===== src/rtl/vcve2_dmem_arbiter.sv =====
// Round-robin arbiter sharing one data memory port among NumReq requesters.
// Tracks granted IDs in a FIFO so responses are routed back in order.
module vcve2_dmem_arbiter #(
  parameter int NumReq         = 2,
  parameter int MaxOutstanding = 2
) (
  input  logic                                 clk_i,
  input  logic                                 rst_i,
  input  logic [NumReq-1:0]                    req_req_i,
  output logic [NumReq-1:0]                    req_gnt_o,
  output logic [NumReq-1:0]                    req_rvalid_o,
  input  logic [NumReq-1:0]                    req_we_i,
  input  logic [NumReq*4-1:0]                  req_be_i,
  input  logic [NumReq*32-1:0]                 req_addr_i,
  input  logic [NumReq*32-1:0]                 req_wdata_i,
  output logic [NumReq*32-1:0]                 req_rdata_o,
  output logic [NumReq-1:0]                    req_err_o,
  output logic                                 data_req_o,
  output logic                                 data_we_o,
  output logic [3:0]                           data_be_o,
  output logic [31:0]                          data_addr_o,
  output logic [31:0]                          data_wdata_o,
  input  logic                                 data_gnt_i,
  input  logic                                 data_rvalid_i,
  input  logic                                 data_err_i,
  input  logic [31:0]                          data_rdata_i,
  output logic [$clog2(MaxOutstanding+1)-1:0]  outstanding_o,
  output logic                                 resp_orphan_o
);
  localparam int IdxW = $clog2(NumReq);
  localparam int PtrW = (MaxOutstanding > 1) ? $clog2(MaxOutstanding) : 1;
  localparam int CntW = $clog2(MaxOutstanding+1);

  logic [IdxW-1:0] rr_q, lock_id_q, sel_idx, head;
  logic            lock_q, orphan_q, sel_valid, full, grant, pop;
  logic [PtrW-1:0] wr_ptr_q, rd_ptr_q;
  logic [CntW-1:0] cnt_q;
  logic [IdxW-1:0] fifo_q [MaxOutstanding];

  function automatic logic [PtrW-1:0] ptr_inc(input logic [PtrW-1:0] p);
    return (p == PtrW'(MaxOutstanding-1)) ? '0 : p + PtrW'(1);
  endfunction

  // A stalled request keeps its selection until granted, so the memory
  // never sees attributes change under an un-acknowledged request.
  always_comb begin
    int idx;
    idx       = 0;
    sel_valid = 1'b0;
    sel_idx   = '0;
    if (lock_q && req_req_i[lock_id_q]) begin
      sel_valid = 1'b1;
      sel_idx   = lock_id_q;
    end else begin
      for (int i = 0; i < NumReq; i++) begin
        idx = (int'(rr_q) + i) % NumReq;
        if (!sel_valid && req_req_i[idx]) begin
          sel_valid = 1'b1;
          sel_idx   = IdxW'(idx);
        end
      end
    end
  end

  assign full       = (cnt_q == CntW'(MaxOutstanding));
  assign data_req_o = sel_valid & ~full & ~rst_i;
  assign grant      = data_req_o & data_gnt_i;
  assign pop        = data_rvalid_i & (cnt_q != '0) & ~rst_i;
  assign head       = fifo_q[rd_ptr_q];

  always_comb begin
    data_we_o    = 1'b0;
    data_be_o    = '0;
    data_addr_o  = '0;
    data_wdata_o = '0;
    if (sel_valid) begin
      data_we_o    = req_we_i[sel_idx];
      data_be_o    = req_be_i[int'(sel_idx)*4 +: 4];
      data_addr_o  = req_addr_i[int'(sel_idx)*32 +: 32];
      data_wdata_o = req_wdata_i[int'(sel_idx)*32 +: 32];
    end
  end

  for (genvar g = 0; g < NumReq; g++) begin : g_req
    assign req_gnt_o[g]             = grant && (sel_idx == IdxW'(g));
    assign req_rvalid_o[g]          = pop && (head == IdxW'(g));
    assign req_err_o[g]             = pop && data_err_i && (head == IdxW'(g));
    assign req_rdata_o[g*32 +: 32]  = data_rdata_i;
  end

  assign outstanding_o = rst_i ? '0 : cnt_q;
  assign resp_orphan_o = orphan_q & ~rst_i;

  always_ff @(posedge clk_i) begin
    if (rst_i) begin
      rr_q      <= '0;
      lock_q    <= 1'b0;
      lock_id_q <= '0;
      wr_ptr_q  <= '0;
      rd_ptr_q  <= '0;
      cnt_q     <= '0;
      orphan_q  <= 1'b0;
    end else begin
      if (grant) rr_q <= IdxW'((int'(sel_idx) + 1) % NumReq);

      // While full, data_req_o is low, so the lock neither sets nor clears here.
      if (grant) begin
        lock_q <= 1'b0;
      end else if (data_req_o) begin
        lock_q    <= 1'b1;
        lock_id_q <= sel_idx;
      end else if (lock_q && !req_req_i[lock_id_q]) begin
        lock_q <= 1'b0;
      end

      if (grant) begin
        fifo_q[wr_ptr_q] <= sel_idx;
        wr_ptr_q         <= ptr_inc(wr_ptr_q);
      end
      if (pop) rd_ptr_q <= ptr_inc(rd_ptr_q);

      if (grant && !pop)      cnt_q <= cnt_q + CntW'(1);
      else if (pop && !grant) cnt_q <= cnt_q - CntW'(1);

      if (data_rvalid_i && cnt_q == '0) orphan_q <= 1'b1;
    end
  end

endmodule


===== config.mk =====
export PLATFORM = sky130hd
export DESIGN_NAME = vcve2_dmem_arbiter
export DESIGN_NICKNAME = d
export VERILOG_FILES = /design/src/rtl/vcve2_dmem_arbiter.sv
export SDC_FILE = /design/constraint.sdc
export NUM_CORES = 1
export LEC_CHECK = 0
export BUFFER_PORTS_ARGS = -buffer_cell sky130_fd_sc_hd__buf_2
export CORE_AREA = 8 8 117 119
export CTS_CLUSTER_SIZE = 20
export DETAILED_ROUTE_END_ITERATION = 8
export DIE_AREA = 0 0 125 127
export PLACE_DENSITY = 0.55
export SYNTH_ARGS = -nofsm -noshare
export SYNTH_HDL_FRONTEND = slang
export SYNTH_SLANG_ARGS = --single-unit

===== constraint.sdc =====
create_clock -name clk_i -period 2 [get_ports clk_i]
set_input_delay 0.2 -clock clk_i [delete_from_list [all_inputs] [get_ports clk_i]]
set_output_delay 0.2 -clock clk_i [all_outputs]
set_load 0.02 [all_outputs]

# --- Word level (Yosys, flattened, before mapping) ---
# Memory sizes are Yosys's and may differ from the RTL's. A register that Yosys moved wholly into a read port is not among the register bits.
# Cells that the tools add are included.
# Widths: inputs -> output; s select.
totals:
  regBits: 8
  mem_bits_rw: 2
  output_inout_bits: 143
  word_cells: 89
  memories: 1
memory_table:
  columns: ["name", "words", "width", "read_ports", "rd_ports_with_merged_regs", "wr", "line", "source"]
  rows:
  - ["fifo_q", 2, 1, 1, 1, 1, "38", "logic [IdxW-1:0] fifo_q [MaxOutstanding];"]
classes:
  add_sub_neg: 6
  order_cmp: 4
  n_eq_ne: 1
  shifts: 3
  muxes: 32
  bitwise: 12
  reduce_logical: 23
op_table:
  columns: ["operator", "count"]
  rows:
  - ["$shiftx 64x7->32", 2]
  - ["$mux 32", 2]
  - ["$mux 1", 26]
  - ["$logic_and 1x1->1", 13]
  - ["$shiftx 8x4->4", 1]
  - ["$and 1x1->1", 6]
  - ["$lt 1x2->1 const B", 3]
  - ["$mux 2", 3]
  - ["$reduce_bool 2->1", 3]
  - ["$not 1->1", 5]
  - ["$add 1x1->1 const B", 4]
  - ["$logic_not 1->1", 4]
  - ["$mux 4", 1]
  - ["$lt 2x3->1 const B", 1]
  - ["$add 2x1->2 const B", 1]
  - ["$eq 2x2->1 const B", 1]
  - ["$logic_not 2->1", 1]
  - ["$reduce_and 2->1", 1]
  - ["$reduce_or 2->1", 1]
  - ["$sub 2x1->2 const B", 1]
  - ["$and 1x1->1 const A", 1]

# --- Depth between registers and ports, before layout ---
# Gate-level depths: netlist of run 1.
logic_depth:
  word_depth: 15
  depth_mapped: 7

# --- Worst setup path before layout of run 1 ---
# OpenSTA, ideal clock, no wires.
synth_timing:
  kind: "register to register"
  startpoint: "register cnt_q[0]"
  endpoint: "register cnt_q[1]"
  t_arrival_ps: 1795
  required_time_ps: 1940
  path_slack_ps: 145
  path_stages_with_launch: 7
  n_path_buf: 0
  path_cell_list: "dfxtp_1 -> nor2b_2 -> or3_1 -> inv_1 -> ha_1 -> or4_1 -> nand2_1"
synth_between:
  elab_chain_cells: 8
  elab_cells_between_ends: 17
  classes_between: "add/sub (2); eq/ne (1); mux (2); bitwise (6); reduce/logical (6)"
synth_rtl:
  columns: ["element", "line", "source"]
  rows:
  - ["start, declared", "37", "logic [CntW-1:0] cnt_q;"]
  - ["start signal, assigned", "122", "if (grant && !pop) cnt_q <= cnt_q + CntW'(1);"]
  - ["start signal, assigned", "123", "else if (pop && !grant) cnt_q <= cnt_q - CntW'(1);"]
  - ["$eq 2x2->1 (*)", "65", "assign full = (cnt_q == CntW'(MaxOutstanding));"]
  - ["$not 1->1 (*)", "66", "assign data_req_o = sel_valid & ~full & ~rst_i;"]
  - ["$and 1x1->1 (*) (2 in series)", "66", null]
  - ["$and 1x1->1 (*)", "67", "assign grant = data_req_o & data_gnt_i;"]
  - ["net grant", "35", "logic lock_q, orphan_q, sel_valid, full, grant, pop;"]
  - ["$logic_not 1->1", "123", null]
  - ["$logic_and 1x1->1", "123", null]
  - ["$reduce_bool 2->1 (no source line)", null, null]
# The timed path passes the listed nets; every way through them passes the cells marked *. The select of a mux whose other input is x is not followed.
# A chain may end at the register's enable or synchronous reset.

# --- Worst setup path in the final report of run 1 ---
layout_timing:
  startpoint: "register lock_q"
  endpoint: "output port data_addr_o[19]"
layout_between:
  elab_chain_cells: 4
  elab_cells_between_ends: 5
  classes_between: "shift (1); mux (3); reduce/logical (1)"
layout_rtl:
  columns: ["element", "line", "source"]
  rows:
  - ["start, declared", "35", null]
  - ["start signal, assigned", "97", "lock_q <= 1'b0;"]
  - ["start signal, assigned", "108", "lock_q <= 1'b0;"]
  - ["start signal, assigned", "110", "lock_q <= 1'b1;"]
  - ["$logic_and 1x1->1 (*)", "51", "if (lock_q && req_req_i[lock_id_q]) begin"]
  - ["$mux 1", "51", null]
  - ["$shiftx 64x7->32", "79", "data_addr_o = req_addr_i[int'(sel_idx)*32 +: 32];"]
  - ["$mux 32 (*)", "76", "if (sel_valid) begin"]
  - ["end, declared", "21", "output logic [31:0] data_addr_o,"]
# Mark *: on every way between the ends. The rest lies on a longest branch, timed or not.

==> results of run 1 <==
path summary, 6_finish.rpt:
kind / end / slack, ns / depth (start not counted) / startpoint
max: data_addr_o[19] / 0.08 / 5 / lock_q
min: orphan_q / 0.20 / 3 / data_rvalid_i
max reg2reg: cnt_q[1] / 0.10 / 6 / cnt_q[1]
min reg2reg: orphan_q / 0.46 / 2 / orphan_q
sequential cells by signal (all words and copies together) (netlist names), named ones only:
register / flops
cnt_q: 2
fifo_q: 2
lock_id_q: 1
lock_q: 1
orphan_q: 1
rd_ptr_q: 1
rr_q: 1
wr_ptr_q: 1
what timing repair did:
action                     4_1_cts  5_1_grt
setup endpoints to repair        0       45
resized for setup                0        4
setup buffers                    0        0
hold endpoints to repair         0        0
cell usage after synthesis:
cell type | instances | area share (%)
sky130_fd_sc_hd__o41ai_1 | 1 | 0.51
sky130_fd_sc_hd__a32o_1 | 1 | 0.58
sky130_fd_sc_hd__inv_1 | 5 | 1.1
sky130_fd_sc_hd__buf_2 | 11 | 3.2
sky130_fd_sc_hd__and3_1 | 3 | 1.1
sky130_fd_sc_hd__a32oi_1 | 1 | 0.51
sky130_fd_sc_hd__or4_4 | 1 | 0.65
sky130_fd_sc_hd__a21oi_1 | 2 | 0.58
sky130_fd_sc_hd__nor3_1 | 2 | 0.58
sky130_fd_sc_hd__clkbuf_1 | 5 | 1.1
sky130_fd_sc_hd__o21ai_0 | 4 | 1.2
sky130_fd_sc_hd__a22o_1 | 69 | 35
sky130_fd_sc_hd__and2_1 | 1 | 0.36
sky130_fd_sc_hd__mux2_2 | 1 | 0.65
sky130_fd_sc_hd__buf_6 | 1 | 0.65
sky130_fd_sc_hd__nor2b_2 | 1 | 0.51
sky130_fd_sc_hd__o211ai_1 | 1 | 0.44
sky130_fd_sc_hd__ha_1 | 1 | 0.73
sky130_fd_sc_hd__or4_1 | 1 | 0.44
sky130_fd_sc_hd__or3_1 | 1 | 0.36
sky130_fd_sc_hd__buf_4 | 64 | 28
sky130_fd_sc_hd__edfxtp_1 | 2 | 3.5
sky130_fd_sc_hd__xor2_1 | 3 | 1.5
sky130_fd_sc_hd__dfxtp_1 | 9 | 10
sky130_fd_sc_hd__nor2b_1 | 3 | 1.1
sky130_fd_sc_hd__o21a_1 | 1 | 0.44
sky130_fd_sc_hd__nor2_1 | 12 | 2.6
sky130_fd_sc_hd__nand2_1 | 2 | 0.44
sky130_fd_sc_hd__mux2i_1 | 3 | 1.7
kinds of logic after synthesis:
kind of cell,after synthesis
AND/OR/NAND/NOR,27
flip-flops,11
AO/OA/AOI/OAI,80
adder cells (fa/ha/maj),1
multiplexers,4
buffers and inverters,86
XOR/XNOR,3
power breakdown:
part	internal (mW)	switching (mW)	total, mW	leakage [nW]
sequential	0.261	0.0279	0.289	0.0932
clock	0.265	0.107	0.373	0.0409
combinational	0.391	0.503	0.895	1.40
total	0.917	0.638	1.56	1.53
critical path, stage by stage (launching register included):
cell and delay (ns):
sky130_fd_sc_hd__dfxtp_1 0.35, sky130_fd_sc_hd__mux2i_2 0.32, sky130_fd_sc_hd__o21a_2 0.24, sky130_fd_sc_hd__buf_12 0.19, sky130_fd_sc_hd__a22o_1 0.18, sky130_fd_sc_hd__buf_2 0.18
final cells by class:
cell class / count / area [µm²]
clock buffers: 3 / 75.1
clock inverters: 1 / 5.00
fillers: 1335 / 9180
inverters: 5 / 18.8
multi-input cells: 115 / 913
flip-flops and latches: 11 / 241
well taps: 147 / 184
repair buffers: 229 / 1190
per-layer routing:
metal / routed length [µm] / up-vias
li1: - / 1027
met1: 3210 / 984
met2: 4540 / 131
met3: 912 / 25
met4: 189 / 2
met5: 12 / -
==> run metrics, run 1 <==
crit path setup slack, layout 0.0786 ns; detailed-route DRC error count 0; Critical Setup Path Class flop to output pin; number of buffers inserted by hold repair at cts 0; number of levels in the clock H-tree 1; final max-slew violation count 0; total power consumption of the routed design 1.56 mW; Core Footprint 11800 µm²; worst-case hold slack 0.200 ns; sequential fraction of the synthesis area 14.0%; Clk Latency, worst-skew pair 0.24 ns; cell at the root of the clock tree sky130_fd_sc_hd__clkbuf_16; overall routing resource usage 10.1%; met1 usage in global routing 9.96%; crit-path max FO 31; xor and xnor area share after synthesis 1.53%; post-synthesis instance area 1720 µm²; Final Non-Filler Cells 511; antenna violations before repair 1; accumulated negative setup slack 0 ns; post-route ant nets 0; height of the die 127 µm; met3 global-route usage 4.58%; number of failing hold endpoints at the final stage 0; Final Critical Period 1.92 ns; Max-Slew Margin vs Limit 80.8%; Post-Syn Nets 390; initial core utilization 14.6%; startpoint types flop; CTS tree built; post-place instance area 2540 µm²; Net count, final 543; worst setup slack before clock tree synthesis 0.0972 ns; proportion of synthesized area in mux cells 2.40%; share of layout cells above drive strength 1 65.9%; Compound-Gate Fraction of Synth Area 39.3%; diodes inserted 0; Post-Syn Area per Cell 8.12 µm²; global route overflow 0; P per Cell Area 591 nW/µm²; fraction of the mapped netlist area in adder cells 0.727%; Area growth, synth to finish 52.8%; maximum number of pins on one net before global-route repair 39; vias after detailed routing 2169; CTS Buffer Depth 2; outcome completed; Hold Path Class primary input to flop; met2 layer usage reported by global route 18.5%; transition time at the pin with the least slew margin 0.282 ns; clock-pin slew of the registers on the worst-case setup and hold paths 0.04 ns; global placer's final weighted congestion 0.788; main combinational cell family by area after synthesis compound AO/OA/AOI/OAI gates; post-route core utilization 22.3%; post-DP HPWL 7880 µm; final period utilization 96.1%; number of failing setup endpoints in the final timing report 0; IR Drop Worst-Case VDD 0.246 mV; IO Count 320; flip-flop and latch count after synthesis 11; input/output buffers 223; number of placement rows 40; most common library cell in the layout ignoring fill and taps sky130_fd_sc_hd__buf_2; Final Skew 0.00133 ns; kind of end point of the critical path output pin; violation count after the first detailed-route iteration 64; # clock sinks 11; Max Cap Viol 0; via count of the first global-routing pass 2370; RSZ-0062 raised after global routing false; total CTS buffers 3; Routed WL per cell 17.3 µm; most used cells in the layout excluding fill and tap cells 223 x sky130_fd_sc_hd__buf_2, 69 x sky130_fd_sc_hd__a22o_1, 12 x sky130_fd_sc_hd__nor2_1; required time of the critical path 1.80 ns; busiest layer in global routing met2; synthesis warning total 0; Worst EP arrival 1.72 ns; Die Outline Area 15900 µm²; Mapped Cells 212; global-route wire length before repair 13100 µm; Vias per Instance 4.24; highest achievable clock rate 520 MHz; number of distinct library cell variants in the gate-level netlist after synthesis 29; wirelength, routed 8870 µm; iteration count of the initial detailed-routing pass 4; number of placed instances with taps included 507; simple-gate area share of the yosys netlist 8.14%; cell leakage power 1.53 nW; Die Width 125 µm; Final Instance Area 2630 µm²
Note: power is estimated with default switching activity, not from simulation.
==> run 2, diff against run 1 <==
Settings changed: PLACE_DENSITY 0.55 to 0.57.
Clock period 2 ns to 1.65 ns, I/O delays scaled along.
==> run metrics, run 2 (same netlist as run 1, synthesis figures left out) <==
global-route wire length before repair 15300 µm (was 13100 µm); startpoint types flop (unchanged); share of layout cells above drive strength 1 70.6% (was 65.9%); Reg2Reg Launch Point cnt_q[1] (unchanged); post-DP HPWL 8140 µm (was 7880 µm); input/output buffers 223 (unchanged); topmost layer with routed signal wires met4 (was met5); cell at the root of the clock tree sky130_fd_sc_hd__clkbuf_16 (unchanged); crit-path max FO 12 (was 31); Final Non-Filler Cells 533 (was 511); cell family with most CP delay buffers and inverters (was compound AO/OA/AOI/OAI gates); critical path cell sequence mux2i_2 -> buf_4 -> o21a_4 -> buf_12 -> buf_16 -> a22o_4 -> buf_6 (was mux2i_2 -> o21a_2 -> buf_12 -> a22o_1 -> buf_2); initial core utilization 14.6% (unchanged); post-route ant nets 0 (unchanged); Met3 Wirelength 795 µm (was 912 µm); number of placement rows 40 (unchanged); Routed WL per cell 19.4 µm (was 17.3 µm); number of placed instances with taps included 517 (was 507); global placer's final weighted congestion 0.751 (was 0.788); # clock sinks 11 (unchanged); wirelength, routed 10300 µm (was 8870 µm); Max Cap Viol 0 (unchanged); total power consumption of the routed design 2.36 mW (was 1.56 mW); clock-pin slew of the registers on the worst-case setup and hold paths 0.04 ns (about the same); required time of the critical path 1.48 ns (was 1.80 ns); via count of the first global-routing pass 2679 (was 2370); total CTS buffers 3 (unchanged); IR Drop Worst-Case VDD 0.309 mV (was 0.246 mV); highest achievable clock rate 537 MHz; vias after detailed routing 2312 (was 2169); final period utilization 113%; violation count after the first detailed-route iteration 62 (was 64); RSZ-0062 raised after global routing true (was false); most used cells in the layout excluding fill and tap cells 151 x sky130_fd_sc_hd__buf_2, 71 x sky130_fd_sc_hd__buf_6, 64 x sky130_fd_sc_hd__a22o_1 (was 223 x sky130_fd_sc_hd__buf_2, 69 x sky130_fd_sc_hd__a22o_1, 12 x sky130_fd_sc_hd__nor2_1); source of the worst hold timing path rst_i (was data_rvalid_i); R2R Path End cnt_q[1] (unchanged); Worst EP arrival 1.70 ns (was 1.72 ns); capture endpoint of the worst hold path orphan_q (unchanged); Core Footprint 11800 µm² (unchanged); max incr delay on CP 0.32 ns (was 0.35 ns); failing checks negative setup slack; most common library cell in the layout ignoring fill and taps sky130_fd_sc_hd__buf_2 (unchanged); transition time at the pin with the least slew margin 0.278 ns (was 0.282 ns); Net count, final 564 (was 543); met2 wire length 5860 µm (was 4540 µm); iteration count of the initial detailed-routing pass 4 (unchanged); P per Cell Area 686 nW/µm² (was 591 nW/µm²); overall routing resource usage 11.9% (was 10.1%); global route overflow 0 (unchanged); height of the die 127 µm (unchanged); number of levels in the clock H-tree 1 (unchanged); kind of end point of the critical path output pin (unchanged); number of failing hold endpoints at the final stage 0 (unchanged); IO Count 320 (unchanged); depth of the worst register-to-register path 6 (unchanged); antenna violations before repair 0 (was 1); CTS Buffer Depth 2 (unchanged); r2r setup slk -0.03 ns (was 0.10 ns); accumulated negative setup slack -11.19 ns (was 0 ns); crit path setup slack, layout -0.214 ns (was 0.0786 ns); Vias per Instance 4.34 (was 4.24); Hold Path Class primary input to flop (unchanged); worst path bufs/invs 4 (was 2); CTS tree built (unchanged); Critical Setup Path Class flop to output pin (unchanged); Clk Latency, worst-skew pair 0.23 ns (was 0.24 ns); cell leakage power 1.82 nW (was 1.53 nW); Die Outline Area 15900 µm² (unchanged); Final Critical Period 1.86 ns; number of failing setup endpoints in the final timing report 71 (was 0); Area growth, synth to finish 100% (was 52.8%); detailed-route DRC error count 0 (unchanged); Worst path slowest cell sky130_fd_sc_hd__dfxtp_2 (was sky130_fd_sc_hd__dfxtp_1); outcome complete, but fails checks (was completed); hold path cells 2 (was 3); final max-slew violation count 0 (unchanged); met1 layer wirelength in the final routing 3540 µm (was 3210 µm); Max-Slew Margin vs Limit 81.2% (was 80.8%); Die Width 125 µm (unchanged); Final Skew 0.00119 ns (was 0.00133 ns); maximum number of pins on one net before global-route repair 31 (was 39); worst setup slack before clock tree synthesis -0.0616 ns (was 0.0972 ns); largest registers cnt_q: 2 flops, fifo_q: 2 flops (unchanged)
[run 2: layer usage]
metal | up-vias | GRT usage [%]
met5 | - | 0
met4 | 0 | 2.22
met3 | 18 | 4.12
met2 | 126 | 24.1
met1 | 1095 | 11.3
li1 | 1073 | -
[run 2: layout make-up]
class	count	area (µm²)
clock inverter	1	5.00
inverter	5	21.3
sequential	11	244
timing repair buffer	250	1920
fill	1253	8370
multi-input combinational	115	993
tap	147	184
clock buffer	3	75.1
antenna	1	2.50
[run 2: worst reg2reg max path: stages, from the launching register on]
cell	delay, ns
sky130_fd_sc_hd__dfxtp_2	0.32
sky130_fd_sc_hd__nor2b_4	0.13
sky130_fd_sc_hd__or3_4	0.38
sky130_fd_sc_hd__inv_4	0.07
sky130_fd_sc_hd__ha_4	0.19
sky130_fd_sc_hd__or4_1	0.46
sky130_fd_sc_hd__nand2_1	0.07
[run 2: power breakdown]
group	switching, mW	internal (mW)	total [mW]
sequential	0.0315	0.318	0.349
clock	0.115	0.320	0.435
combinational	0.743	0.837	1.58
total	0.889	1.47	2.36
[run 2: worst max-delay path by stage]
stage / slack, ns / from / endpoint / cells after the start
after floorplan: -0.04 / cnt_q[1] / cnt_q[1] / 6
after CTS: -0.20 / lock_q / data_addr_o[25] / 7
after global placement: -0.03 / lock_q / data_wdata_o[26] / 6
after detailed placement: -0.06 / cnt_q[1] / cnt_q[1] / 6
after global routing: -0.27 / lock_q / data_wdata_o[14] / 7
final: -0.21 / lock_q / data_addr_o[25] / 7
[run 2: per-stage QoR]
step / cell area, µm² / hold slack (ns) / utilization [%]
finish: 3440 / 0.154 / 29.2
global route: 3440 / 0.164 / 29.1
CTS: 3410 / 0.152 / 28.9
detailed placement: 2660 / 0.330 / 22.6
global placement: 2660 / 0.330 / 22.6
floorplan: 1750 / 0.281 / -
[run 2: repair_timing]
item                       in CTS  in global routing
gates cloned                    4                  1
setup buffers                   6                  2
hold buffers                    0                  0
pin swaps                      32                 12
hold endpoints to repair        0                  0
gates resized for setup       155                  7
setup endpoints to repair      72                 74
